--- config.mk ---
export PLATFORM = sky130hd
export DESIGN_NAME = sal_ref_ctrl
export DESIGN_NICKNAME = d
export VERILOG_FILES = /design/src/rtl/sal_ref_ctrl.sv
export SDC_FILE = /design/constraint.sdc
export NUM_CORES = 1
export LEC_CHECK = 0
export ABC_AREA = 1
export CORE_UTILIZATION = 32
export DETAILED_ROUTE_END_ITERATION = 10
export PLACE_DENSITY_LB_ADDON = 0.05
export SYNTH_ARGS = -nofsm -noshare
export SYNTH_HDL_FRONTEND = slang
export SYNTH_SLANG_ARGS = --single-unit
--- constraint.sdc ---
create_clock -name clk -period 1.91 [get_ports clk]
set_clock_uncertainty 0.15 [all_clocks]
set_input_delay 0.2865 -clock clk [delete_from_list [all_inputs] [get_ports clk]]
set_output_delay 0.2865 -clock clk [all_outputs]
set_load 0.005 [all_outputs]
--- src/rtl/sal_ref_ctrl.sv ---
// Auto-refresh controller: tREFI interval counting, refresh debt and REF/tRFC sequencing.
// Define SAL_REF_STATS_EN to add the ref_cnt / urg_cnt statistics outputs.
module sal_ref_ctrl #(
  parameter  int BK_CNT       = 4,
  parameter  int REFI_W       = 16,
  parameter  int RFC_W        = 9,
  parameter  int MAX_POSTPONE = 8,
  localparam int DEBT_W       = $clog2(MAX_POSTPONE + 1)
) (
  input  logic              clk,
  input  logic              rst,
  input  logic              ref_en,
  input  logic [REFI_W-1:0] t_refi_m1,
  input  logic [RFC_W-1:0]  t_rfc_m1,
  input  logic [BK_CNT-1:0] bk_idle,
  input  logic              ref_gnt,
  output logic              ref_req,
  output logic              block_act,
  output logic              ref_busy,
  output logic              urgent,
  output logic [DEBT_W-1:0] debt,
  output logic              debt_ovf
`ifdef SAL_REF_STATS_EN
  ,
  output logic [15:0]       ref_cnt,
  output logic [15:0]       urg_cnt
`endif
);

  typedef enum logic [1:0] {
    ST_IDLE,
    ST_DRAIN,
    ST_REQ,
    ST_RFC
  } state_e;

  state_e            state_q;
  logic              ref_req_q;
  logic              block_act_q;
  logic              ref_busy_q;
  logic [RFC_W-1:0]  rfc_q;

  logic [REFI_W-1:0] refi_q, refi_d;
  logic [DEBT_W-1:0] debt_q, debt_d;
  logic              ovf_q, ovf_d;

  logic              tick;
  logic              grant;
  logic              all_idle;
  logic              at_max;
  logic              start_ref;
  logic              urg_evt;

  assign all_idle  = &bk_idle;
  assign at_max    = (debt_q == DEBT_W'(MAX_POSTPONE));
  assign grant     = ref_req_q & ref_gnt;
  assign start_ref = (debt_q != '0) && all_idle;
  assign urg_evt   = (state_q == ST_IDLE) && !start_ref && at_max;

  // NOTE: every always_comb output gets a default first so no path leaves it unassigned (no latch).
  always_comb begin
    refi_d = refi_q;
    tick   = 1'b0;
    if (ref_en) begin
      if (refi_q == '0) begin
        refi_d = t_refi_m1;
        tick   = 1'b1;
      end else begin
        refi_d = refi_q - REFI_W'(1);
      end
    end
  end

  // A tick at the postponement limit cannot add debt; it only records the overflow.
  always_comb begin
    debt_d = debt_q;
    ovf_d  = ovf_q;
    case ({tick, grant})
      2'b10: begin
        if (at_max) ovf_d  = 1'b1;
        else        debt_d = debt_q + DEBT_W'(1);
      end
      2'b01:   debt_d = debt_q - DEBT_W'(1);
      default: ;
    endcase
  end

  // NOTE: sequential state uses non-blocking assignments so every register samples pre-edge values.
  always_ff @(posedge clk) begin
    if (rst) begin
      refi_q <= t_refi_m1;
      debt_q <= '0;
      ovf_q  <= 1'b0;
    end else begin
      refi_q <= refi_d;
      debt_q <= debt_d;
      ovf_q  <= ovf_d;
    end
  end

  // Outputs are registered alongside the state so they always reflect the state being entered.
  always_ff @(posedge clk) begin
    if (rst) begin
      state_q     <= ST_IDLE;
      ref_req_q   <= 1'b0;
      block_act_q <= 1'b0;
      ref_busy_q  <= 1'b0;
      rfc_q       <= '0;
    end else begin
      case (state_q)
        ST_IDLE: begin
          if (start_ref) begin
            state_q     <= ST_REQ;
            ref_req_q   <= 1'b1;
            block_act_q <= 1'b1;
          end else if (at_max) begin
            state_q     <= ST_DRAIN;
            block_act_q <= 1'b1;
          end
        end
        ST_DRAIN: begin
          if (all_idle) begin
            state_q   <= ST_REQ;
            ref_req_q <= 1'b1;
          end
        end
        ST_REQ: begin
          if (ref_gnt) begin
            state_q    <= ST_RFC;
            ref_req_q  <= 1'b0;
            ref_busy_q <= 1'b1;
            rfc_q      <= t_rfc_m1;
          end else if (!all_idle) begin
            ref_req_q <= 1'b0;
            if (at_max) begin
              state_q <= ST_DRAIN;
            end else begin
              state_q     <= ST_IDLE;
              block_act_q <= 1'b0;
            end
          end
        end
        ST_RFC: begin
          if (rfc_q == '0) begin
            state_q     <= ST_IDLE;
            ref_busy_q  <= 1'b0;
            block_act_q <= 1'b0;
          end else begin
            rfc_q <= rfc_q - RFC_W'(1);
          end
        end
        default: begin
          state_q     <= ST_IDLE;
          ref_req_q   <= 1'b0;
          block_act_q <= 1'b0;
          ref_busy_q  <= 1'b0;
        end
      endcase
    end
  end

`ifdef SAL_REF_STATS_EN
  logic [15:0] ref_cnt_q;
  logic [15:0] urg_cnt_q;

  always_ff @(posedge clk) begin
    if (rst) begin
      ref_cnt_q <= '0;
      urg_cnt_q <= '0;
    end else begin
      if (grant)   ref_cnt_q <= ref_cnt_q + 16'd1;
      if (urg_evt) urg_cnt_q <= urg_cnt_q + 16'd1;
    end
  end

  assign ref_cnt = ref_cnt_q;
  assign urg_cnt = urg_cnt_q;
`else
  logic unused_urg_evt;
  assign unused_urg_evt = urg_evt;
`endif

  assign ref_req   = ref_req_q;
  assign block_act = block_act_q;
  assign ref_busy  = ref_busy_q;
  assign urgent    = at_max;
  assign debt      = debt_q;
  assign debt_ovf  = ovf_q;

endmodule
==> results of run 1 <==
==> layer usage <==
layer	vias up	GRT usage (%)	routed length [um]
met2	34	29.5	3090
met1	1037	18.5	2710
li1	1218	-	-
met5	-	0	0
met3	7	4.24	208
met4	0	5.66	55
==> final cells by class <==
type | instances | area, um^2 | share of cell area (%)
Tap cell | 96 | 120 | 3.30
Clock buffer | 6 | 72.6 | 2.00
Timing Repair Buffer | 103 | 898 | 24.7
Multi-Input combinational cell | 229 | 1510 | 41.5
Timing Repair inverter | 1 | 5.00 | 0.138
Sequential cell | 35 | 867 | 23.8
Clock inverter | 2 | 12.5 | 0.344
Inverter | 39 | 151 | 4.16
==> metrics by stage <==
stage               cell area [um^2]  power [uW]
global route                    3640        3700
detailed placement              3150        2500
floorplan                       2340        1990
global placement                3150        2500
CTS                             3340        3130
finish                          3640        3420
==> worst reg2reg max path, stage by stage, from the launching register on <==
cell and delay (ps):
edfxtp_1 500, buf_4 190, nor4_4 360, nand3b_4 150
nor3_2 140, xnor2_1 130, a21oi_1 70
==> state kept, by name (all words and copies together), names as in the netlist <==
| name | flops |
|---|---|
| block_act | 1 |
| state_q | 2 |
| ref_busy | 1 |
| debt | 4 |
| rfc_q | 9 |
| ref_req | 1 |
| debt_ovf | 1 |
| refi_q | 16 |
==> worst paths after layout <==
check             startpoint         end  slack [ps]
setup / recovery   refi_q[3]  refi_q[13]         -30
hold / removal     block_act   block_act         310
setup reg to reg   refi_q[3]  refi_q[13]         -30
hold reg to reg    block_act   block_act         310
==> Yosys cell counts, types with 2 or more instances <==
cell type	instances
a211oi_1	2
a21oi_1	18
a31oi_1	8
buf_2	4
clkbuf_1	4
dfxtp_1	19
edfxtp_1	16
ha_1	9
inv_1	33
inv_2	6
nand2_1	64
nand2_2	5
nand3_1	11
nand3_2	3
nand4_1	4
nor2_1	43
nor2_2	6
nor2_4	2
nor3_1	3
o21ai_0	18
o21ai_1	3
or2_2	3
xnor2_1	9
xor2_1	6
==> power groups by stage <==
stage          Combinational (uW)  Clock [uW]  Sequential, uW
2_1_floorplan                 923           0            1070
3_3_place_gp                 1410           0            1080
3_5_place_dp                 1420           0            1080
4_1_cts                      1470         581            1080
5_1_grt                      1980         610            1110
6_report                     1770         559            1090
==> what timing repair did <==
| action | CTS | global route |
|---|---|---|
| gates resized for setup | 21 | 58 |
| setup buffers | 6 | 12 |
| endpoints found under the setup margin | 9 | 33 |
| gates cloned | 0 | 2 |
| pin swaps | 11 | 20 |
==> logic make-up (layout without fill, tap and decap cells) <==
kind of cell               after synthesis  after routing  synth area share [%]
adders and majority gates                9              9                  4.81
DFF                                     35             35                  36.7
AOI/OAI and AO/OA                       55             55                  13.8
and+or+nand+nor                        150            150                  30.9
xor gates and xnor gates                15             15                  5.61
buffers and inverters                   48            151                  8.22
==> results_dict.tcl, run 1 <==
set metrics [dict create \
    synth_edf_count 16 \
    cts.clk_slew.worst_paths_ps 80 \
    syn_avg_cell_area_um2 7.51 \
    postLayoutCoreUtil_pct 52.4 \
    vias_per_cell 4.49 \
    cp-end-kind "flop" \
    worstSetupPathType "flop to flop" \
    syn-cell-area_mm2 0.00234 \
    hold_path_class "flop to flop" \
    required_ps 1820 \
    io_pins 42 \
    synth_area_leaders "edfxtp_1 21%, dfxtp_1 16%, nand2_1 10%" \
    pwr-share-clk_pct 16.3 \
    drive_gt1_share_pct 36.4 \
    rows 30 \
    power.switching_uw 1340 \
    num_vias 2296 \
    rsz0062_at_grt "true" \
    worstPathArrival_ps 1850 \
    clock-sinks 35 \
    post-route-min-period_ps 1940 \
    finalSetupViolCount 2 \
    die_h_um 87.6 \
    postRouteWirelength_um 6060 \
    ys_async_sr_fraction_pct 0 \
    dpl.hpwl_um 4290 \
    root_buffer "clkbuf_8" \
    syn_to_final_growth_pct 55.2 \
    maxSlewHeadroom_pct 71.5 \
    antenna_found_initial 0 \
    pwr-share-seq_pct 31.9 \
    synth_nets 354 \
    crit_fanout 5 \
    fin_tns_setup_ps -45.4 \
    holdPathStages 2 \
    routabilityCongestion 0.837 \
    grt_pass1_wl_um 9670 \
    diodes 0 \
    stdcell_count 511 \
    cts_tree "yes" \
    cp.depth 6 \
    ys_seq_elements 35 \
    dieArea_mm2 0.00767 \
    drc_errors 0 \
    htree_levels 2 \
    r2r_cells 6 \
    synth_ff_type "dfxtp_1" \
    worst_pin_slew_ps 428 \
    fin_ws_ps -28.4 \
    dieWidth_um 87.6 \
    intPower_uw 2080 \
    design.core.area_mm2 0.00694 \
    crit_family "simple AND/OR/NAND/NOR gates" \
    finalHoldViolations 0 \
    cap_violations 0 \
    outcome "finished, violations left" \
    ant_nets 0 \
    pre_cts_ws_ps -135 \
    hold_ws_ps 311 \
    sw_frac_of_total_pct 39.1 \
    first_pass_iters 4 \
    p_per_area_mw_per_mm2 940 \
    synth-warning-count 0 \
    syn_inst 312 \
    grt_pass1_vias 2232 \
    nFillCells 682 \
    irDropWorstVdd_mv 0.522 \
    nets 456 \
    track_usage_pct 16.3 \
    clock.fmax_mhz 516 \
    violations "negative setup slack" \
    p_comb_share_pct 51.8 \
    slowest_stage "edfxtp_1" \
    crit_buf_inv 1 \
    startpoint_type "flop" \
    cts_hold_buf 0 \
    cts_buffer_depth 2 \
    p_leak_uw 0.00152 \
    yosysTopAreaCell "edfxtp_1" \
    dp.cells 483 \
    final_common_cell "buf_4" \
    detail_route.wl_per_cell_um 11.9 \
    period_share_pct 101 \
    ys_seq_area_share_pct 36.7 \
    maxSlewViolCount 0 \
    path_cells "buf_4 -> nor4_4 -> nand3b_4 -> nor3_2 -> xnor2_1 -> a21oi_1" \
    cts_buffers 5 \
    critPathMaxStageDelay_ps 500 \
    io_buffers 41 \
    synthDistinctLibCells 37 \
    drtIter0Drc 66 \
    layout_common_cells "57 x buf_4, 54 x nand2_1, 41 x clkdlybuf4s50_1" \
    grt_max_degree 17 \
    gr-total-overflow 0 \
    worstSkewPairLatency_ps 300 \
    start_util_pct 33.7 \
    synth_top_cell_area_share_pct 20.5 \
]
(Power assumes the default switching activity.)
==> inputs of run 2 (changes only) <==
--- a/config.mk
+++ b/config.mk
@@ -8,6 +8,7 @@
 export ABC_AREA = 1
 export CORE_UTILIZATION = 32
 export DETAILED_ROUTE_END_ITERATION = 10
+export GPL_ROUTABILITY_DRIVEN = 0
 export PLACE_DENSITY_LB_ADDON = 0.05
 export SYNTH_ARGS = -nofsm -noshare
 export SYNTH_HDL_FRONTEND = slang
==> constraint.sdc (replaced) <==
create_clock -name clk -period 1.59 [get_ports clk]
set_clock_uncertainty 0.15 [all_clocks]
set_input_delay 0.2385 -clock clk [delete_from_list [all_inputs] [get_ports clk]]
set_output_delay 0.2385 -clock clk [all_outputs]
set_load 0.005 [all_outputs]
==> run 2 against run 1 <==
Against the previous run: the flow still finishes with violations (negative setup slack); global-route usage increased by 0.90 points; largest power group unchanged; via count rose by 4.2%; flip-flop and latch count did not move; combinational power rose by 45%; highest routed layer unchanged; die area unchanged; first-iteration DRC count increased by 7.6%; utilization increased by 3.7 points; non-clock buffer count is 22 higher; clock power is 18% higher; largest cell class unchanged; clock-buffer cell count increased by 1; sequential share of layout area shrank 1.5 points.
==> results_dict.tcl, run 2 (synthesis results as in run 1) <==
set metrics [dict create \
    crit_family "simple AND/OR/NAND/NOR gates" \
    vias_per_cell 4.48 \
    stdcell_count 534 \
    clock-sinks 35 \
    io_buffers 41 \
    start_util_pct 33.7 \
    intPower_uw 2770 \
    power.switching_uw 1720 \
    num_vias 2393 \
    crit_fanout 4 \
    final_common_cell "buf_4" \
    p_leak_uw 0.00171 \
    rsz0062_at_grt "true" \
    pwr-share-seq_pct 28.4 \
    detail_route.wl_per_cell_um 11.8 \
    required_ps 1660 \
    dpl.hpwl_um 4470 \
    holdPathStages 2 \
    grt_pass1_vias 2278 \
    slowest_stage "edfxtp_1" \
    period_share_pct 123 \
    die_h_um 87.6 \
    syn_to_final_growth_pct 66.3 \
    hold_path_class "flop to flop" \
    cp-end-kind "flop" \
    violations "negative setup slack" \
    fin_ws_ps -366 \
    root_buffer "clkbuf_8" \
    pwr-share-clk_pct 14.7 \
    largest_reg_flops 16 \
    maxSlewHeadroom_pct 71.8 \
    sw_frac_of_total_pct 38.3 \
    dieWidth_um 87.6 \
    postRouteWirelength_um 6300 \
    worstPathArrival_ps 2020 \
    worstSetupPathType "flop to flop" \
    largest_register "refi_q" \
    first_pass_iters 4 \
    cp.depth 13 \
    finalHoldViolations 0 \
    grt_pass1_wl_um 10100 \
    cap_violations 0 \
    gr-total-overflow 0 \
    finalSetupViolCount 34 \
    design.core.area_mm2 0.00694 \
    ant_nets 0 \
    drtIter0Drc 71 \
    pre_cts_ws_ps -478 \
    place_area_mm2 0.00346 \
    p_per_area_mw_per_mm2 1150 \
    grt_max_degree 22 \
    dieArea_mm2 0.00767 \
    irDropWorstVdd_mv 0.470 \
    post-route-min-period_ps 1960 \
    dp.cells 515 \
    crit_buf_inv 2 \
    p_comb_share_pct 56.9 \
    cts_buffers 5 \
    cts.clk_slew.worst_paths_ps 80 \
    cts_tree "yes" \
    htree_levels 2 \
    startpoint_type "flop" \
    layout_common_cells "74 x buf_4, 51 x nand2_1, 34 x clkdlybuf4s50_1" \
    outcome "finished, violations left" \
    drc_errors 0 \
    path_cells "nor2_4 -> nand2_1 -> nor2_4 -> nand3_4 -> nand2_4 -> nand2_2 -> nand2_2 -> inv_2 -> ha_4 -> inv_2 -> nand2_2 -> xor2_1 -> a21oi_1" \
    track_usage_pct 17.2 \
    stdcell_area_mm2 0.00390 \
    rows 30 \
    r2r_cells 13 \
    timing.critical_path.mode_cell "nand2_2" \
    diodes 0 \
    cts_buffer_depth 2 \
    antenna_found_initial 0 \
    clock.fmax_mhz 511 \
    worst_pin_slew_ps 422 \
    maxSlewViolCount 0 \
    io_pins 42 \
    cts_hold_buf 0 \
    critPathMaxStageDelay_ps 430 \
    worstSkewPairLatency_ps 280 \
    nets 479 \
    drive_gt1_share_pct 43.8 \
]
[run 2: changes by cell type in the layout (fill, tap and decap cells not counted), sizes merged]
cell | before | now
clkbuf | 6 | 8
dlymetal6s2s | 0 | 1
inv | 38 | 40
dlygate4sd2 | 0 | 5
buf | 62 | 84
clkinv | 3 | 1
clkdlybuf4s50 | 41 | 34
[run 2: worst reg2reg max path, stage by stage (launching register included)]
cell and delay (ps):
edfxtp_1 430, nor2_4 140, nand2_1 120, nor2_4 140
nand3_4 110, nand2_4 100, nand2_2 60, nand2_2 60
inv_2 50, ha_4 150, inv_2 40, nand2_2 50
xor2_1 150, a21oi_1 120
[run 2: power by group through the flow]
stage	registers, uW	clock network, uW	logic, uW
6_report	1280	660	2560
5_1_grt	1300	727	2820
4_1_cts	1260	676	2350
3_5_place_dp	1270	0	2120
3_3_place_gp	1270	0	2110
2_1_floorplan	1300	0	1180
[run 2: metrics by stage]
stage | util [%] | power (uW) | hold slack [ps] | setup TNS [ps]
after floorplan | - | 2480 | 237 | -5050
after global placement | 49.8 | 3370 | 300 | -14080
after detailed placement | 49.8 | 3390 | 302 | -15060
after CTS | 53.4 | 4290 | 318 | -8890
after global routing | 56.1 | 4850 | 327 | -11730
final | 56.1 | 4490 | 318 | -8100
[run 2: path summary, 6_finish.rpt]
check | startpoint | to | slack (ps)
worst max-delay path | refi_q[5] | debt[2] | -370
worst min-delay path | ref_busy | ref_busy | 320
worst max register to register | refi_q[5] | debt[2] | -370
worst min register to register | ref_busy | ref_busy | 320
[run 2: area by class of cell]
type,instances,area [um^2]
Timing Repair inverter,2,18.8
Timing Repair Buffer,125,1080
Multi-Input combinational cell,229,1560
Fill cell,666,3050
Clock buffer,7,76.3
Tap cell,96,120
Clock inverter,1,5.00
Sequential cell,35,872
Inverter,39,161
[run 2: per-layer routing]
layer	routed length [um]	global-route usage (%)	up-vias
li1	-	-	1270
met1	3090	22.3	1089
met2	2980	29.3	30
met3	174	3.20	4
met4	58	4.62	0
met5	0	0	-
[run 2: timing repair]
| action | 4_1_cts | 5_1_grt |
|---|---|---|
| buffers inserted | 6 | 3 |
| gates resized for setup | 45 | 46 |
| setup endpoints to repair | 41 | 37 |
| cloned | 1 | 1 |
| pin swaps | 17 | 12 |
==> inputs of run 3 (changes only) <==
--- a/config.mk
+++ b/config.mk
@@ -6,7 +6,8 @@
 export NUM_CORES = 1
 export LEC_CHECK = 0
 export ABC_AREA = 1
-export CORE_UTILIZATION = 32
+export CORE_UTILIZATION = 48
+export CTS_CLUSTER_DIAMETER = 150
 export DETAILED_ROUTE_END_ITERATION = 10
 export GPL_ROUTABILITY_DRIVEN = 0
 export PLACE_DENSITY_LB_ADDON = 0.05
==> run 3 against run 2 <==
Against the previous run: the run still ends with negative setup slack left; global-route usage rose by 9.0 points; sequential share of layout area decreased by 0.38 points; design area up 1.7%; clock-buffer cell count is the same; combinational power grew 13%; via count grew 7.8%; largest cell class unchanged.
==> results_dict.tcl, run 3 (synthesis results as in run 1) <==
set metrics [dict create \
    vias_per_cell 5.04 \
    grt_pass1_wl_um 10600 \
    hold_path_class "flop to flop" \
    dp.cells 481 \
    fin_total_pwr_uw 4840 \
    root_buffer "clkbuf_8" \
    worst_pin_slew_ps 402 \
    violations "negative setup slack" \
    finalSetupViolCount 34 \
    drtIter0Drc 209 \
    htree_levels 2 \
    dpl.hpwl_um 4280 \
    pre_cts_ws_ps -386 \
    die_h_um 71.9 \
    antenna_found_initial 0 \
    nets 486 \
    outcome "finished, violations left" \
    cts_tree "yes" \
    rows 25 \
    largest_register "refi_q" \
    p_leak_uw 0.00173 \
    clock-sinks 35 \
    postRouteWirelength_um 6910 \
    maxSlewViolCount 0 \
    hp-start "ref_busy" \
    worstSetupPathType "flop to flop" \
    grt_pass1_vias 2464 \
    endpoint "refi_q[2]" \
    r2r_cells 9 \
    r2r_setup_slack_ps -460 \
    cp-startpoint "refi_q[1]" \
    fin_ws_ps -460 \
    num_vias 2579 \
    drc_errors 0 \
    irDropWorstVdd_mv 0.885 \
    rsz0062_at_grt "true" \
    cts_buffers 5 \
    finalHoldViolations 0 \
    io_buffers 41 \
    worstSkewPairLatency_ps 290 \
    final_common_cell "buf_4" \
    worstPathArrival_ps 1940 \
    period_share_pct 129 \
    maxSlewHeadroom_pct 73.2 \
    design.core.area_mm2 0.00472 \
    first_pass_iters 4 \
    p_per_area_mw_per_mm2 1220 \
    dieWidth_um 71.9 \
    io_pins 42 \
    drive_gt1_share_pct 45.6 \
    grt_max_degree 17 \
    cp-end-kind "flop" \
    clock.fmax_mhz 488 \
    syn_to_final_growth_pct 69.1 \
    detail_route.wl_per_cell_um 13.5 \
    fin_tns_setup_ps -11320 \
    post-route-min-period_ps 2050 \
    track_usage_pct 26.2 \
    diodes 0 \
    cts_hold_buf 0 \
    crit_fanout 6 \
    cap_violations 0 \
    place_area_mm2 0.00337 \
    r2r_end "refi_q[2]" \
    stdcell_count 512 \
    ant_nets 0 \
    startpoint_type "flop" \
    cts.clk_slew.worst_paths_ps 70 \
    reg2reg_from "refi_q[1]" \
    stdcell_area_mm2 0.00396 \
    layout_common_cells "76 x buf_4, 48 x nand2_1, 36 x clkdlybuf4s50_1" \
    start_util_pct 49.6 \
    cts_buffer_depth 2 \
    gr-total-overflow 0 \
    largest_reg_flops 16 \
    required_ps 1480 \
    dieArea_mm2 0.00517 \
    nFillCells 278 \
]
==> run 3: routing by layer <==
metal  up-vias  part of all wire, %  track usage, %  wire length, um
met2        82                   51            48.0             3530
met4         0                  1.6            6.75              113
met1      1202                   42            30.5             2940
li1       1283                    -               -                -
met3        12                  4.8            6.19              333
met5         -                    0               0                0
==> run 3: cell type report <==
class                   count  area (um^2)  share of cell area [%]
inverters                  39          159                    4.01
flip-flops and latches     35          872                    22.0
multi-input cells         229         1600                    40.2
well taps                  67         83.8                    2.11
clock buffers               7         76.3                    1.93
clock inverters             1         5.00                   0.126
repair buffers            131         1150                    29.0
repair inverters            3         22.5                   0.568
==> run 3: critical path: stages, from the launching register on <==
cell and delay, ps:
edfxtp_1 420, inv_2 100, ha_4 140, nand3_2 110, nor4_4 200, nand4_1 210, nand2_4 230, inv_8 70
o21ai_2 120, inv_1 60
==> run 3: how the worst min path moves through the flow <==
stage | to | slack, ps | cells after the start
after floorplan | rfc_q[1] | 240 | 2
after global placement | ref_busy | 300 | 2
after detailed placement | ref_busy | 310 | 2
after CTS | ref_busy | 320 | 2
after global routing | block_act | 340 | 2
final | ref_busy | 320 | 2
==> run 3: repair_timing <==
action	in CTS	in global routing
buffers inserted	11	8
resized for setup	57	44
setup endpoints to repair	40	36
pin swaps	22	15
gates cloned	3	1
==> run 3: stage by stage <==
| stage | utilization (%) | hold slack [ps] |
|---|---|---|
| after floorplan | - | 237 |
| after global placement | 71.4 | 302 |
| after detailed placement | 71.4 | 307 |
| after CTS | 78.9 | 322 |
| after global routing | 83.9 | 335 |
| final | 83.9 | 319 |
==> run 3: power by group <==
group	total [uW]	switching [uW]	internal, uW
registers	1310	162	1150
clock network	638	331	308
logic	2890	1380	1520
